--- config.mk ---
export PLATFORM = sky130hd
export DESIGN_NAME = vector_point_pacer
export DESIGN_NICKNAME = d
export VERILOG_FILES = /design/src/rtl/vector_point_pacer.sv
export SDC_FILE = /design/constraint.sdc
export NUM_CORES = 1
export LEC_CHECK = 0
export BUFFER_PORTS_ARGS = -buffer_cell sky130_fd_sc_hd__buf_2
export CAP_MARGIN = 20
export CELL_PAD_IN_SITES_DETAIL_PLACEMENT = 2
export CELL_PAD_IN_SITES_GLOBAL_PLACEMENT = 2
export CORE_MARGIN = 5
export CORE_UTILIZATION = 25
export DETAILED_ROUTE_END_ITERATION = 6
export PLACE_DENSITY_LB_ADDON = 0.1
export SLEW_MARGIN = 25
export SYNTH_ARGS = -nofsm -noshare
export SYNTH_HDL_FRONTEND = slang
export SYNTH_SLANG_ARGS = --single-unit
--- constraint.sdc ---
create_clock -name clk -period 3.75 [get_ports clk]
set_input_delay 0.375 -clock clk [delete_from_list [all_inputs] [get_ports clk]]
set_output_delay 0.375 -clock clk [all_outputs]
set_load 0.02 [all_outputs]
--- src/rtl/vector_point_pacer.sv ---
// vector_point_pacer: point FIFO feeding the X/Y DAC registers of a vector
// display. Each queued point is held on the DAC for DWELL cycles, and the
// beam is blanked whenever nothing is queued.
// Optional build macro VECTOR_PACER_DEDUP_EN drops a write that repeats the
// last accepted point before it reaches the FIFO.
module vector_point_pacer #(
    parameter int DEPTH_LOG2 = 4,
    parameter int DWELL      = 4
) (
    input  logic                  clk,
    input  logic                  rst,
    input  logic                  wr,
    input  logic [7:0]            xin,
    input  logic [7:0]            yin,
    input  logic                  clr_ovf,
    output logic                  full,
    output logic                  empty,
    output logic [DEPTH_LOG2:0]   level,
    output logic                  overflow,
    output logic [7:0]            dac_x,
    output logic [7:0]            dac_y,
    output logic                  dac_load,
    output logic                  beam_on
);

    localparam int                DEPTH     = 1 << DEPTH_LOG2;
    localparam logic [DEPTH_LOG2:0] LVL_FULL = (DEPTH_LOG2+1)'(DEPTH);
    localparam logic [7:0]        RELOAD    = 8'(DWELL - 1);

    localparam logic [0:0] S_IDLE  = 1'b0;
    localparam logic [0:0] S_DWELL = 1'b1;

    logic [15:0]           r_mem [DEPTH];
    logic [DEPTH_LOG2-1:0] r_wptr;
    logic [DEPTH_LOG2-1:0] r_rptr;
    logic [DEPTH_LOG2:0]   r_level;
    logic                  r_ovf;
    logic [0:0]            r_state;
    logic [7:0]            r_cnt;
    logic [7:0]            r_dac_x;
    logic [7:0]            r_dac_y;
    logic                  r_load;
    logic                  r_beam;

    logic [15:0]           w_pt;
    logic [15:0]           w_head;
    logic                  w_full;
    logic                  w_empty;
    logic                  w_dup;
    logic                  w_push;
    logic                  w_drop;
    logic                  w_pop;

    assign w_pt    = {xin, yin};
    assign w_head  = r_mem[r_rptr];
    assign w_full  = (r_level == LVL_FULL);
    assign w_empty = (r_level == '0);

`ifdef VECTOR_PACER_DEDUP_EN
    logic [15:0] r_last;
    logic        r_last_vld;

    assign w_dup = r_last_vld && (w_pt == r_last);

    // Remember the most recently accepted point for duplicate suppression
    always_ff @(posedge clk) begin
        if (rst) begin
            r_last     <= '0;
            r_last_vld <= 1'b0;
        end else if (w_push) begin
            r_last     <= w_pt;
            r_last_vld <= 1'b1;
        end
    end
`else
    assign w_dup = 1'b0;
`endif

    // Fullness is judged on the registered level, so a same-cycle pop never
    // rescues a write into a full FIFO
    assign w_push = wr && !w_full && !w_dup;
    assign w_drop = wr &&  w_full && !w_dup;
    assign w_pop  = !w_empty && ((r_state == S_IDLE) || (r_cnt == '0));

    // FIFO storage; contents need no reset since the pointers define validity
    always_ff @(posedge clk) begin
        if (w_push) begin
            r_mem[r_wptr] <= w_pt;
        end
    end

    // FIFO pointers, level and sticky overflow flag
    always_ff @(posedge clk) begin
        if (rst) begin
            r_wptr  <= '0;
            r_rptr  <= '0;
            r_level <= '0;
            r_ovf   <= 1'b0;
        end else begin
            if (w_push) r_wptr <= r_wptr + 1'b1;
            if (w_pop)  r_rptr <= r_rptr + 1'b1;
            case ({w_push, w_pop})
                2'b10:   r_level <= r_level + 1'b1;
                2'b01:   r_level <= r_level - 1'b1;
                default: r_level <= r_level;
            endcase
            if (w_drop)       r_ovf <= 1'b1;
            else if (clr_ovf) r_ovf <= 1'b0;
        end
    end

    // Pacer: load a point, hold it DWELL cycles, chain or blank when done
    always_ff @(posedge clk) begin
        if (rst) begin
            r_state <= S_IDLE;
            r_cnt   <= '0;
            r_dac_x <= '0;
            r_dac_y <= '0;
            r_load  <= 1'b0;
            r_beam  <= 1'b0;
        end else begin
            r_load <= w_pop;
            if (w_pop) begin
                r_dac_x <= w_head[15:8];
                r_dac_y <= w_head[7:0];
                r_beam  <= 1'b1;
                r_cnt   <= RELOAD;
                r_state <= S_DWELL;
            end else if (r_state == S_DWELL) begin
                if (r_cnt != '0) begin
                    r_cnt <= r_cnt - 1'b1;
                end else begin
                    r_state <= S_IDLE;
                    r_beam  <= 1'b0;
                end
            end
        end
    end

    assign full     = w_full;
    assign empty    = w_empty;
    assign level    = r_level;
    assign overflow = r_ovf;
    assign dac_x    = r_dac_x;
    assign dac_y    = r_dac_y;
    assign dac_load = r_load;
    assign beam_on  = r_beam;

endmodule

==> results.md <==
Run status:
- The run finished with clean final reports.

Power:
- The peak supply drop is roughly 0.00036 V.
- The proportion of power drawn by flip-flops and latches is a little over two fifths.
- The cell-internal power is roughly 7 mW.
- In this run the static leakage power is between 4 and 5 nW.
- The switching share of power is between 20% and 30%.
- The clock network accounts for around 38% of the total power.
- Combinational logic is responsible for about 20% of the overall power.
- The switching power is between 2 and 3 mW.
- For this design the ratio of total power to cell area is 707 nW/µm².

Final layout:
- Relative to the synthesized area, the layout overhead comes to 19.9%.
- The finished cells cover roughly 14000 µm².
- In the final layout, the share of cells above drive strength 1 is just over 30%.
- For this run, the post-layout net count is 703.
- The final core utilization is around 30%.
- The total area of sequential cells is 8520 µm².
- After filler insertion, the fill cell instance count of the layout stands at between 4000 and 5000.
- The number of inserted diodes is 0.
- The multi-input combinational cells in the finished layout cover a total of a little over 3000 µm².

Worst setup path:
- The critical path capture point type is a register.
- The worst setup path is of the register to register kind.
- The length in cells of the worst reg-to-reg path is 12.
- The worst setup path is launched from a register.
- The data required time of the critical path is about 4.2 ns.
- The peak fanout along the critical path is 8.
- The critical path data arrival time is between 3 and 4 ns.

Die:
- The die is around 230 µm tall.
- The core region is ~46000 µm².
- The floorplan step defined a die boundary enclosing 51300 µm².
- Measured along the x axis, the die boundary spans about 230 µm.
- The initial core utilization is between 20% and 30%.
- The top-level port count is 46.
- The number of placement rows is ~80.

Timing:
- The number of endpoints with negative hold slack in the final report is 0.
- Setup repair after global routing left no endpoint under its margin.
- The headroom to the max-slew limit is 34.9%.
- For the finished layout, the period the worst path requires is between 3 and 4 ns.
- Setup violations remaining at the end of the flow were counted as 0.
- The final max-slew violation count is 0.
- Timing would allow up to 318 MHz.
- The worst clock skew is about 0.016 ns.
- The final sum of negative setup slack is 0 ns.
- For the pin with the worst max-slew slack, the measured transition is ~0.98 ns.
- The final critical path takes up about 84% of the cycle.

Clocking:
- The tree is rooted in a clkbuf_16.
- The CTS tree is done.
- The H-tree level count is 2.
- The clock passes through at most 3 buffers.
- The count of hold-fix buffers inserted at cts is 0.
- The CTS sink count is roughly 300.
- In this run, post-CTS repair resized a total of 0 instances.
- The clock-pin slew on the worst setup and hold paths is ~0.060 ns.
- The number of clock buffers inserted by TritonCTS is 36.
- The buffers inserted during post-CTS setup optimization is 0.
- The clock reaches the later pin of the worst-skew pair after around 0.55 ns.

Synthesis:
- Counting flops with an async set or reset pin after synthesis yields a share of 0%.
- By area the synthesized netlist is led by edfxtp_1 (66%), mux4_2 (12%), dfxtp_1 (7.0%), mux2i_1 (2.9%), o221ai_1 (1.2%).
- The number of nets in the synthesized netlist is between 600 and 700.
- Yosys printed 0 warnings.
- After synthesis, the netlist uses 55 different library cells.
- The top cell type's share of synthesized area is between 60% and 70%.
- The portion of the post-synthesis area used by sequential elements is ~73%.
- In the synthesized netlist the dominant register cell turns out to be edfxtp_1.
- The post-synthesis sequential element count is between 200 and 300.
- edfxtp_1 takes more of the synthesized area than any other cell.
- The cell count after synthesis is 605.
- Yosys mapped a number of flops with a built-in enable equal to 256.
- Averaged over all synthesized cells, the footprint is ~19 µm².
- Summing every instance area after synthesis gives ~12000 µm².

Hold path:
- The worst hold path depth is 4.
- The worst hold path belongs to the class primary input to register.

Route:
- In the routed design, unresolved DRC markers number 0.
- The detailed router finished its first iteration with around 340 violations.
- The final route contains 6051 vias.
- After detailed routing, the average wire length per cell comes to approximately 26 µm.
- The detail route stage leaves a number of antenna-violating nets equal to 0.
- The number of vias per cell after detailed routing is 4.62.
- The detailed-routing iteration count for the pre-antenna-repair pass is 4.
- Wires add up to between 30 and 40 mm.

Job:
- Across the run, the number of max-cap violations was 0.

Place:
- In this run the cell area measured after placement is 12800 µm².
- The post-detailed-placement half-perimeter wirelength is ~18 mm.
- The number of buffers added on ports is between 40 and 50.
- The congestion estimate from routability-driven global placement came to about 0.66.

GRT:
- The initial antenna violation count came to 2.
- The via count of the first global-routing pass is just under 7000.
- For this run the aggregate overflow at the end of global routing stands at 0.
- Entering global routing, the biggest net connects 37 pins.
- The global-route wire length before repair is 48.6 mm.
- The global router's overall resource usage is about an eighth.
[power groups by stage]
stage / registers, mW / clock network [mW] / logic (mW)
2_1_floorplan: 4.03 / 0 / 1.57
5_1_grt: 4.17 / 4.06 / 2.21
3_5_place_dp: 4.22 / 0 / 2.09
4_1_cts: 4.15 / 3.91 / 2.10
6_report: 4.13 / 3.76 / 2.05
3_3_place_gp: 4.20 / 0 / 2.03
[kinds of logic after synthesis]
| group | after synthesis | share of synthesized area [%] |
|---|---|---|
| compound gates | 68 | 4.44 |
| xor+xnor | 9 | 0.672 |
| fa+ha+maj | 9 | 0.960 |
| buf+inv | 47 | 2.14 |
| flops | 297 | 72.5 |
| mux | 101 | 15.5 |
| simple gates | 74 | 3.76 |
[state kept, by name, summed over array words and instances (netlist names)]
signal and count:
r_wptr 4, beam_on 1, r_cnt 8, overflow 1
dac_x 8, r_rptr 4, dac_load 1, r_mem 256
dac_y 8, level 5, r_state 1
[placed cells by master (no fill, tap or decap), types with 16 or more instances in the layout]
master,count
edfxtp_1,256
mux4_2,64
buf_2,45
dfxtp_1,38
clkbuf_16,37
mux2i_1,34
nor2_1,19
o211ai_1,18
buf_4,18
o221ai_1,16
[Yosys cell counts (4+ instances only)]
library cell and count:
a21oi_1 11, buf_2 11, buf_6 7, clkbuf_1 12
dfxtp_1 41, edfxtp_1 256, ha_1 9, inv_1 11
mux2i_1 34, mux4_2 64, nand2_1 6, nor2_1 31
nor3_1 9, o211ai_1 18, o21ai_1 4, o221ai_1 16
xor2_1 7
[critical path, stage by stage, from the launching register on]
cell and delay (ns):
dfxtp_1 0.35, inv_1 0.08, ha_1 0.16, nor3b_2 0.40, a21oi_2 0.11, nor2_1 0.26, ha_1 0.38, xor2_1 0.12
ha_1 0.25, or3b_1 0.37, a21oi_1 0.16, o21ai_1 0.09, mux2_1 0.30
[layer usage]
metal	vias up	track usage [%]	share of wire, %
met3	53	2.42	3.2
li1	2633	-	-
met2	86	22.1	49
met4	2	3.67	2.0
met5	-	0	0.045
met1	3277	17.7	45
[final timing paths]
kind	from	endpoint	slack [ns]
max	r_cnt[0]$_SDFFE_PP0P_	level[4]$_SDFFE_PP0P_	0.61
min	clr_ovf	overflow$_SDFFE_PP0P_	0.14
max reg2reg	r_cnt[0]$_SDFFE_PP0P_	level[4]$_SDFFE_PP0P_	0.61
min reg2reg	r_cnt[3]$_SDFFE_PP0P_	r_cnt[3]$_SDFFE_PP0P_	0.52
[metrics by stage]
step | std cells | power (mW) | hold slack (ns) | setup slack [ns]
after CTS | 1309 | 10.2 | 0.112 | 0.547
after global placement | 1243 | 6.23 | 0.496 | 0.716
after detailed placement | 1243 | 6.30 | 0.505 | 0.561
after floorplan | 605 | 5.60 | 0.467 | 0.869
after global routing | 1309 | 10.4 | 0.169 | 0.315
final | 1309 | 9.94 | 0.142 | 0.608
[cell type report]
cell class | count | area share (%)
Clock buffer | 45 | 7.08
Clock inverter | 21 | 2.15
Inverter | 13 | 0.356
Multi-Input combinational cell | 261 | 21.6
Sequential cell | 297 | 60.6
Tap cell | 607 | 5.40
Timing Repair Buffer | 65 | 2.85
No activity file was read; power rests on OpenSTA's default activity.
